[config.mk]
export PLATFORM = sky130hd
export DESIGN_NAME = wb_trace_buffer_flat
export DESIGN_NICKNAME = d
export VERILOG_FILES = /design/src/rtl/wb_trace_buffer_if.sv /design/src/rtl/wb_trace_buffer.sv /design/src/flat_wrapper.sv
export SDC_FILE = /design/constraint.sdc
export NUM_CORES = 2
export LEC_CHECK = 0
export CAP_MARGIN = 20
export CELL_PAD_IN_SITES_DETAIL_PLACEMENT = 1
export CELL_PAD_IN_SITES_GLOBAL_PLACEMENT = 1
export CORE_UTILIZATION = 40
export CTS_CLUSTER_DIAMETER = 120
export DETAILED_ROUTE_END_ITERATION = 10
export GPL_TIMING_DRIVEN = 0
export PLACE_DENSITY = 0.72
export SLEW_MARGIN = 20
export SYNTH_ARGS = -nofsm -noshare
export SYNTH_HDL_FRONTEND = slang
export SYNTH_SLANG_ARGS = --single-unit
export TNS_END_PERCENT = 5
[constraint.sdc]
create_clock -name clk -period 6.5 [get_ports clk]
set_clock_uncertainty 0.2 [all_clocks]
set_input_delay 0.65 -clock clk [delete_from_list [all_inputs] [get_ports clk]]
set_output_delay 0.65 -clock clk [all_outputs]
set_load 0.02 [all_outputs]
[src/rtl/wb_trace_buffer_if.sv]
// Bus bundle for wb_trace_buffer: CPU write-event inputs plus the record output stream.
// master = trace producer/consumer side, slave = the trace buffer itself.
interface wb_trace_buffer_if #(
  parameter int DEPTH = 8
);
  localparam int CW = $clog2(DEPTH) + 1;

  logic          grf_we;
  logic [31:0]   grf_pc;
  logic [4:0]    grf_addr;
  logic [31:0]   grf_wdata;
  logic          dm_we;
  logic [31:0]   dm_pc;
  logic [31:0]   dm_addr;
  logic [31:0]   dm_wdata;
  logic          out_valid;
  logic          out_ready;
  logic          out_type;
  logic [31:0]   out_pc;
  logic [31:0]   out_addr;
  logic [31:0]   out_data;
  logic [CW-1:0] count;
  logic          overflow;
  logic [15:0]   drop_cnt;

  modport master (
    output grf_we, grf_pc, grf_addr, grf_wdata,
    output dm_we, dm_pc, dm_addr, dm_wdata,
    output out_ready,
    input  out_valid, out_type, out_pc, out_addr, out_data,
    input  count, overflow, drop_cnt
  );

  modport slave (
    input  grf_we, grf_pc, grf_addr, grf_wdata,
    input  dm_we, dm_pc, dm_addr, dm_wdata,
    input  out_ready,
    output out_valid, out_type, out_pc, out_addr, out_data,
    output count, overflow, drop_cnt
  );
endinterface

[src/rtl/wb_trace_buffer.sv]
// Trace FIFO capturing CPU register-file and data-memory writes, up to two per cycle.
// Define WB_TRACE_FILTER_ZERO_EN to silently discard GRF writes to register 0.
module wb_trace_buffer #(
  parameter int DEPTH = 8
) (
  input logic               clk,
  input logic               reset,
  wb_trace_buffer_if.slave  bus
);
  localparam int AW = $clog2(DEPTH);
  localparam int CW = AW + 1;
  localparam int RW = 97;

  logic [RW-1:0] mem_q [DEPTH];
  logic [RW-1:0] mem_d [DEPTH];
  logic [AW-1:0] rd_ptr_q, rd_ptr_d;
  logic [AW-1:0] wr_ptr_q, wr_ptr_d;
  logic [CW-1:0] count_q, count_d;
  logic          overflow_q, overflow_d;
  logic [15:0]   drop_cnt_q, drop_cnt_d;

  logic          out_valid;
  logic          deq;
  logic          grf_ev;
  logic          grf_acc;
  logic          dm_acc;
  logic [1:0]    n_drop;
  logic [CW-1:0] occ_after_deq;
  logic [CW-1:0] free_slots;
  logic [AW-1:0] dm_idx;
  logic [16:0]   drop_sum;
  logic [RW-1:0] head_rec;

  assign out_valid = (count_q != '0);
  assign deq       = out_valid & bus.out_ready;

`ifdef WB_TRACE_FILTER_ZERO_EN
  assign grf_ev = bus.grf_we & (bus.grf_addr != 5'd0);
`else
  assign grf_ev = bus.grf_we;
`endif

  // Space is judged after this edge's dequeue; GRF has priority for the last slot.
  always_comb begin
    occ_after_deq = count_q - CW'(deq);
    free_slots    = CW'(DEPTH) - occ_after_deq;
    grf_acc       = grf_ev & (free_slots >= CW'(1));
    dm_acc        = bus.dm_we & (free_slots >= (grf_acc ? CW'(2) : CW'(1)));
    n_drop        = 2'(grf_ev & ~grf_acc) + 2'(bus.dm_we & ~dm_acc);
    dm_idx        = wr_ptr_q + AW'(grf_acc);
  end

  always_comb begin
    mem_d = mem_q;
    if (grf_acc) begin
      mem_d[wr_ptr_q] = {1'b0, bus.grf_pc, {27'd0, bus.grf_addr}, bus.grf_wdata};
    end
    if (dm_acc) begin
      mem_d[dm_idx] = {1'b1, bus.dm_pc, bus.dm_addr, bus.dm_wdata};
    end
  end

  always_comb begin
    rd_ptr_d   = rd_ptr_q + AW'(deq);
    wr_ptr_d   = wr_ptr_q + AW'(grf_acc) + AW'(dm_acc);
    count_d    = count_q - CW'(deq) + CW'(grf_acc) + CW'(dm_acc);
    overflow_d = overflow_q | (n_drop != 2'd0);
    drop_sum   = {1'b0, drop_cnt_q} + 17'(n_drop);
    drop_cnt_d = drop_sum[16] ? 16'hFFFF : drop_sum[15:0];
  end

  always_ff @(posedge clk) begin
    if (!reset) begin
      rd_ptr_q   <= '0;
      wr_ptr_q   <= '0;
      count_q    <= '0;
      overflow_q <= 1'b0;
      drop_cnt_q <= '0;
    end else begin
      rd_ptr_q   <= rd_ptr_d;
      wr_ptr_q   <= wr_ptr_d;
      count_q    <= count_d;
      overflow_q <= overflow_d;
      drop_cnt_q <= drop_cnt_d;
    end
  end

  // Record storage carries no reset; stale contents are unreachable once pointers clear.
  always_ff @(posedge clk) begin
    mem_q <= mem_d;
  end

  always_comb begin
    head_rec = out_valid ? mem_q[rd_ptr_q] : '0;
  end

  assign bus.out_valid = out_valid;
  assign bus.out_type  = head_rec[96];
  assign bus.out_pc    = head_rec[95:64];
  assign bus.out_addr  = head_rec[63:32];
  assign bus.out_data  = head_rec[31:0];
  assign bus.count     = count_q;
  assign bus.overflow  = overflow_q;
  assign bus.drop_cnt  = drop_cnt_q;
endmodule

[src/flat_wrapper.sv]
// flat-port wrapper written by rule: the top's interface ports become plain ports
module wb_trace_buffer_flat 
#(
  parameter int DEPTH = 8
)
  (clk, reset, bus_grf_we, bus_grf_pc, bus_grf_addr, bus_grf_wdata, bus_dm_we, bus_dm_pc, bus_dm_addr, bus_dm_wdata, bus_out_ready, bus_out_valid, bus_out_type, bus_out_pc, bus_out_addr, bus_out_data, bus_count, bus_overflow, bus_drop_cnt);
  wb_trace_buffer_if #(.DEPTH(DEPTH)) bus_i ();
  input logic clk;
  input logic reset;
  input wire logic [$bits(bus_i.grf_we)-1:0] bus_grf_we;
  input wire logic [$bits(bus_i.grf_pc)-1:0] bus_grf_pc;
  input wire logic [$bits(bus_i.grf_addr)-1:0] bus_grf_addr;
  input wire logic [$bits(bus_i.grf_wdata)-1:0] bus_grf_wdata;
  input wire logic [$bits(bus_i.dm_we)-1:0] bus_dm_we;
  input wire logic [$bits(bus_i.dm_pc)-1:0] bus_dm_pc;
  input wire logic [$bits(bus_i.dm_addr)-1:0] bus_dm_addr;
  input wire logic [$bits(bus_i.dm_wdata)-1:0] bus_dm_wdata;
  input wire logic [$bits(bus_i.out_ready)-1:0] bus_out_ready;
  output wire logic [$bits(bus_i.out_valid)-1:0] bus_out_valid;
  output wire logic [$bits(bus_i.out_type)-1:0] bus_out_type;
  output wire logic [$bits(bus_i.out_pc)-1:0] bus_out_pc;
  output wire logic [$bits(bus_i.out_addr)-1:0] bus_out_addr;
  output wire logic [$bits(bus_i.out_data)-1:0] bus_out_data;
  output wire logic [$bits(bus_i.count)-1:0] bus_count;
  output wire logic [$bits(bus_i.overflow)-1:0] bus_overflow;
  output wire logic [$bits(bus_i.drop_cnt)-1:0] bus_drop_cnt;
  assign bus_i.grf_we = bus_grf_we;
  assign bus_i.grf_pc = bus_grf_pc;
  assign bus_i.grf_addr = bus_grf_addr;
  assign bus_i.grf_wdata = bus_grf_wdata;
  assign bus_i.dm_we = bus_dm_we;
  assign bus_i.dm_pc = bus_dm_pc;
  assign bus_i.dm_addr = bus_dm_addr;
  assign bus_i.dm_wdata = bus_dm_wdata;
  assign bus_i.out_ready = bus_out_ready;
  assign bus_out_valid = bus_i.out_valid;
  assign bus_out_type = bus_i.out_type;
  assign bus_out_pc = bus_i.out_pc;
  assign bus_out_addr = bus_i.out_addr;
  assign bus_out_data = bus_i.out_data;
  assign bus_count = bus_i.count;
  assign bus_overflow = bus_i.overflow;
  assign bus_drop_cnt = bus_i.drop_cnt;
  wb_trace_buffer #(.DEPTH(DEPTH)) u_core (.clk(clk), .reset(reset), .bus(bus_i));
endmodule
Word-level counts from Yosys, hierarchy flattened
Cells that the tools add are included.
{"block": "classes", "add_sub_neg": 9, "n_lt_le_gt_ge": 7, "n_mux": 14, "n_bitwise": 11, "n_reduce_logical": 4}
{"op": "$bwmux W776", "count": 2}
{"op": "$mux W776", "count": 2}
{"op": "$demux W97 S3", "count": 2}
{"op": "$mux W97", "count": 5}
{"op": "$bmux W97 S3", "count": 1}
{"op": "$add A16 B2 Y17", "count": 1}
{"op": "$mux W16", "count": 1}
{"op": "$ge A4 B4 Y1 const B", "count": 3}
{"op": "$not A3 Y4", "count": 3}
{"op": "$add A3 B1 Y3", "count": 3}
{"op": "$add A4 B1 Y4", "count": 2}
{"op": "$lt A4 B1 Y1 const B", "count": 2}
{"op": "$and A1 B2 Y2", "count": 2}
{"op": "$ge A4 B1 Y1 const B", "count": 1}
{"op": "$ge A4 B4 Y1", "count": 1}
{"op": "$not A1 Y2", "count": 2}
{"op": "$reduce_bool A4 Y1", "count": 1}
{"op": "$sub A4 B1 Y4", "count": 1}
{"op": "$sub A4 B4 Y4 const A", "count": 1}
{"op": "$and A1 B1 Y1", "count": 3}
{"op": "$add A2 B2 Y2", "count": 1}
{"op": "$logic_and A1 B1 Y1", "count": 2}
{"op": "$mux W2", "count": 1}
{"op": "$reduce_bool A2 Y1", "count": 1}
{"op": "$or A1 B1 Y1", "count": 1}
{"block": "word_totals", "reg_bits": 803, "input_bits": 170, "output_inout_bits": 119}

Depth between registers and ports, before layout
{"block": "logic_depth", "ltp_word": 14, "depth_mapped": 29}

Least setup slack after synthesis
No wires, ideal clock.
{"block": "synth_timing", "path_kind": "register to register", "from": "register u_core.count_q[2], in the netlist u_core.bus.count[2]", "to": "register u_core.drop_cnt_q[2], in the netlist u_core.bus.drop_cnt[2]", "setup_ns": 0.072, "arrival_time_ns": 6.770, "path_slack_ns": -0.542, "path_stages_with_launch": 30, "path_buffers": 4, "cell_sequence": "dfxtp_1 > buf_2 > nor4_1 > clkbuf_1 > inv_1 > and2_1 > ha_1 > ha_1 > ha_1 > a21boi_0 > o31ai_1 > mux2_2 > buf_2 > nand3_1 > nand2_1 > ha_1 > nand2b_1 > a21oi_1 > nand3_1 > nor2_1 > inv_1 > ha_1 > ha_1 > fa_1 > nand2_1 > nor4_1 > nand2_1 > or2_2 > clkbuf_1 > a21oi_1"}
{"block": "synth_between", "elab_chain_len": 14}
{"item": "start, declared", "line_no": "wb_trace_buffer.sv:18", "source": "logic [CW-1:0] count_q, count_d;"}
{"item": "start signal, assigned", "line_no": "wb_trace_buffer.sv:82", "source": "count_q <= count_d;"}
{"item": "$reduce_bool A4 Y1 (*)", "line_no": "wb_trace_buffer.sv:34", "source": "assign out_valid = (count_q != '0);"}
{"item": "named net bus_out_valid", "line_no": "flat_wrapper.sv:19", "source": "output wire logic [$bits(bus_i.out_valid)-1:0] bus_out_valid;"}
{"item": "$and A1 B1 Y1 (*)", "line_no": "wb_trace_buffer.sv:35", "source": "assign deq = out_valid & bus.out_ready;"}
{"item": "$sub A4 B1 Y4 (*)", "line_no": "wb_trace_buffer.sv:45", "source": "occ_after_deq = count_q - CW'(deq);"}
{"item": "$sub A4 B4 Y4 (*)", "line_no": "wb_trace_buffer.sv:46", "source": "free_slots = CW'(DEPTH) - occ_after_deq;"}
{"item": "$ge A4 B1 Y1", "line_no": "wb_trace_buffer.sv:47", "source": "grf_acc = grf_ev & (free_slots >= CW'(1));"}
{"item": "$and A1 B1 Y1", "line_no": "wb_trace_buffer.sv:47"}
{"item": "$mux W2", "line_no": "wb_trace_buffer.sv:48", "source": "dm_acc = bus.dm_we & (free_slots >= (grf_acc ? CW'(2) : CW'(1)));"}
{"item": "$ge A4 B4 Y1", "line_no": "wb_trace_buffer.sv:48"}
{"item": "$and A1 B1 Y1", "line_no": "wb_trace_buffer.sv:48"}
{"item": "$not A1 Y2", "line_no": "wb_trace_buffer.sv:49", "source": "n_drop = 2'(grf_ev & ~grf_acc) + 2'(bus.dm_we & ~dm_acc);"}
{"item": "$and A1 B2 Y2", "line_no": "wb_trace_buffer.sv:49"}
{"item": "$add A2 B2 Y2 (*)", "line_no": "wb_trace_buffer.sv:49"}
{"item": "$add A16 B2 Y17 (*)", "line_no": "wb_trace_buffer.sv:68", "source": "drop_sum = {1'b0, drop_cnt_q} + 17'(n_drop);"}
{"item": "$mux W16 (*)", "line_no": "wb_trace_buffer.sv:69", "source": "drop_cnt_d = drop_sum[16] ? 16'hFFFF : drop_sum[15:0];"}
{"item": "end signal, assigned", "line_no": "wb_trace_buffer.sv:84", "source": "drop_cnt_q <= drop_cnt_d;"}
{"item": "end, declared", "line_no": "wb_trace_buffer.sv:20", "source": "logic [15:0] drop_cnt_q, drop_cnt_d;"}
Mark *: on every way through the listed nets, which the timed path passes. The rest lies on a longest branch.
A chain may end at the register's enable or synchronous reset.

Worst setup path after layout
{"block": "layout_timing", "from": "register u_core.count_q[3], in the netlist u_core.bus.count[3]", "to": "register u_core.drop_cnt_q[7], in the netlist u_core.bus.drop_cnt[7]"}
{"block": "layout_between", "elab_chain_len": 14}
{"item": "$reduce_bool A4 Y1", "line_no": "wb_trace_buffer.sv:34"}
{"item": "$and A1 B1 Y1", "line_no": "wb_trace_buffer.sv:35"}
{"item": "$sub A4 B1 Y4 (*)", "line_no": "wb_trace_buffer.sv:45"}
{"item": "$sub A4 B4 Y4 (*)", "line_no": "wb_trace_buffer.sv:46"}
{"item": "$ge A4 B1 Y1", "line_no": "wb_trace_buffer.sv:47"}
{"item": "$and A1 B1 Y1", "line_no": "wb_trace_buffer.sv:47"}
{"item": "$mux W2", "line_no": "wb_trace_buffer.sv:48"}
{"item": "$ge A4 B4 Y1", "line_no": "wb_trace_buffer.sv:48"}
{"item": "$and A1 B1 Y1", "line_no": "wb_trace_buffer.sv:48"}
{"item": "$not A1 Y2", "line_no": "wb_trace_buffer.sv:49"}
{"item": "$and A1 B2 Y2", "line_no": "wb_trace_buffer.sv:49"}
{"item": "$add A2 B2 Y2 (*)", "line_no": "wb_trace_buffer.sv:49"}
{"item": "$add A16 B2 Y17 (*)", "line_no": "wb_trace_buffer.sv:68"}
{"item": "$mux W16 (*)", "line_no": "wb_trace_buffer.sv:69"}
Every way passes the cells marked *; elsewhere a longest branch is shown, timed or not.

==> flow_summary.toml <==
[detailed_routing]
detailroute.wirelength.met2_microns = 76400
drc = 28
top_layer_used = "met5"
detailedRoute.firstPassIterationCount = 10
drt_wl_total_microns = 164000
routed_met1_length_microns = 65000
detailroute.via_count = 34572
detail_route.iter0.violations = 2909
wl_met3_microns = 13600
drt-wirelength-per-cell_microns = 29.7
antenna_violating_nets_left = 0
routed_via_density = 6.25

[floorplanning]
die_width_microns = 316
fp.dieArea_sq_mm = 0.0996
rows = 114
start_util_pct = 40.6
fp.coreArea_sq_mm = 0.0970
die_h_microns = 316
io-pin-count = 289

[global_routing]
grt_antenna_before_repair = 18
grt.total_usage_pct = 32.1
first_global_vias = 36333
grt_max_degree = 14
first_pass_grt_wire_length_microns = 238000
grt_overflow = 0

[clock_network]
htree_num_levels = 3
tritoncts = "built"
clk-insertion-delay-late_ns = 0.68
path_clk_slew_ns = 0.06
clock-root-buffer = "clkbuf_16"
clkSinkCount = 803
clockBufferDepth = 3
tritoncts_buffers = 91

[timing]
final.period_utilization_pct = 94.6
timing_worst_slew_pin_value_ns = 1.33
totalNegativeSetupSlack_ns = 0
worst_slew_margin_rel_pct = 11.5
number_of_max_slew_violations_in_the_final_report = 0
min_period_ns = 6.15
final_hold_viol_count = 0
hold_slack_ns = 0.235
fmaxAchievable_mhz = 163
final-setup-viol-count = 0

[logic_synthesis]
postSynth.asyncResetShare_pct = 0
synthCells = 3818
synth_top_flop_cell = "dfxtp_1"
netlist.area_leader.share_pct = 40.9
post_synth_fa_ha_maj_area_fraction_pct = 0.674
synth_top_family_by_area = "multiplexers"
synth.area.mux_share_pct = 29.4
syn_area_per_cell_sq_um = 10.3
synthDistinctLibCells = 50
synth-compound-area-share_pct = 14.9
synth_simple_gate_area_share_pct = 9.32
synth_enable_flop_cells = 0
synthXorXnorAreaFrac_pct = 0.468
synth_sequential_area_ratio_pct = 40.9
postSynthNetCount = 4008
ys_warn_count = 0
netlist_area_sq_mm = 0.0393
yosys_register_bits = 803
synthTopCellsByArea = "dfxtp_1, mux2_2, mux4_2"
yosysTopAreaCell = "dfxtp_1"

[hold_path]
holdPathStages = 2
worstHoldEndpoint = "u_core.bus.drop_cnt[0]"
hold_class = "in2reg"
hold_path_startpoint = "reset"

[critical_path]
worst-r2r-setup-slack_ns = 0.35
cp_data_required_time_ns = 6.88
cp-start-kind = "register"
crit-reg2reg-launch = "u_core.bus.count[3]"
worstPathMaxFanout = 10
r2r_cells = 29
worst_ep_arrival_time_ns = 6.53
critical_path.most_common_cell = "ha_1"
critical_path.max_stage_delay_ns = 0.34
crit_path_max_delay_cell_type = "dfxtp_1"
crit-reg2reg-capture = "u_core.bus.drop_cnt[7]"
timing_worst_setup_path_type = "reg2reg"
crit_path_end_kind = "register"

[place]
dp_hpwl_microns = 110000
postPlaceCellArea_sq_mm = 0.0436
io_buffer_count = 260
gpl.final_weighted_congestion = 0.872

[layout]
layout.cells.most_common_list = "dfxtp_1, nand2_1, o22ai_1, mux2_2, clkdlybuf4s50_1"
final_nets = 4373
final_layout_size_suffix_gt1_share_pct = 25.5
layout.filler_cells = 10616
final_common_cell = "dfxtp_1"
layout_cell_area_excl_fill_sq_mm = 0.0468
syn_to_final_growth_pct = 18.8

[run_status]
status = "finished with violations"
failed_checks = "design-rule violations"

[pwr]
ir_drop_mv = 0.287
power.static_leakage_nw = 18.0
p_total_mw = 27.1
power_per_cell_area_mw_per_mm2 = 580

[job]
maxCapViolCount = 0
==> power by group <==
group	switching [mW]	total (mW)	leakage (nW)	internal (mW)
sequential	1.11	8.19	6.67	7.07
clock	2.27	5.24	1.46	2.97
combinational	7.37	13.7	9.90	6.34
total	10.7	27.1	18.0	16.4
==> cells in the mapped netlist (all sizes together) (2+ instances only) <==
| library cell | instances |
|---|---|
| xor2 | 9 |
| nand2 | 658 |
| xnor2 | 12 |
| a21o | 8 |
| a31oi | 6 |
| clkbuf | 177 |
| and3 | 2 |
| fa | 2 |
| mux4 | 194 |
| nor3 | 4 |
| ha | 18 |
| a21oi | 21 |
| nor2b | 5 |
| buf | 217 |
| o21a | 2 |
| nor4 | 3 |
| a22o | 216 |
| o311ai | 4 |
| nor3b | 2 |
| nand2b | 73 |
| a22oi | 8 |
| nand3 | 14 |
| dfxtp | 803 |
| o22ai | 552 |
| and2 | 16 |
| mux2 | 553 |
| inv | 14 |
| nor2 | 114 |
| mux2i | 98 |
==> flip-flops by register name, indices dropped and copies added (netlist names) <==
register             cells
u_core.mem_q           776
u_core.bus.drop_cnt     16
u_core.bus.overflow      1
u_core.bus.count         4
u_core.rd_ptr_q          3
u_core.wr_ptr_q          3
==> worst max path at each step <==
stage                             endpoint  slack, ns  depth (start not counted)                 from
floorplan           u_core.bus.drop_cnt[2]       0.10                         29  u_core.bus.count[2]
global placement    u_core.bus.drop_cnt[6]      -2.34                         29  u_core.bus.count[2]
detailed placement  u_core.bus.drop_cnt[4]      -1.74                         30  u_core.bus.count[2]
CTS                 u_core.bus.drop_cnt[4]      0.007                         29  u_core.bus.count[3]
global route        u_core.bus.drop_cnt[7]      -0.03                         29  u_core.bus.count[3]
finish              u_core.bus.drop_cnt[7]       0.35                         29  u_core.bus.count[3]
==> metal layers <==
layer,track usage (%),up-vias
met5,0,-
met4,17.1,28
met3,7.63,496
met2,52.2,1626
met1,39.5,17494
li1,-,14928
==> per-stage QoR <==
step	setup slack, ns	util (%)	std cells
floorplan	0.100	-	3818
global placement	-2.34	44.9	5354
detailed placement	-1.74	45.0	5358
CTS	0.00680	48.1	5525
global route	-0.0252	48.2	5531
finish	0.350	48.2	5532
==> cell type report <==
class / count / area, sq um / share of cell area, %
multi-input combinational: 2606 / 21600 / 46.3
sequential: 803 / 16100 / 34.4
timing repair buffer: 274 / 2740 / 5.86
clock buffer: 137 / 2630 / 5.63
buffer: 392 / 1690 / 3.60
tap: 1276 / 1600 / 3.41
clock inverter: 27 / 333 / 0.712
inverter: 15 / 56.3 / 0.120
antenna: 2 / 5.00 / 0.0107
==> worst max-delay path: cells and delay by family, from the launching register on <==
family / cells / cell delay (ns)
simple gates: 11 / 2.03
fa+ha+maj: 7 / 1.75
buf+inv: 6 / 0.86
compound gates: 4 / 0.58
flops: 1 / 0.34
mux: 1 / 0.30
==> cells by family after synthesis <==
kind of cell             Yosys count
AND/OR/NAND/NOR                  895
multiplexers                     845
AO/OA/AOI/OAI                    825
flip-flops                       803
buffers and inverters            409
XOR/XNOR                          21
adder cells (fa/ha/maj)           20
==> timing repair <==
action,in CTS,in global routing
buffers inserted,4,4
hold buffers,0,0
endpoints found under the setup margin,795,385
pin swaps,3,4
endpoints found under the hold margin,0,0
gates resized for setup,9,13
Note: power is estimated with default switching activity, not from simulation.
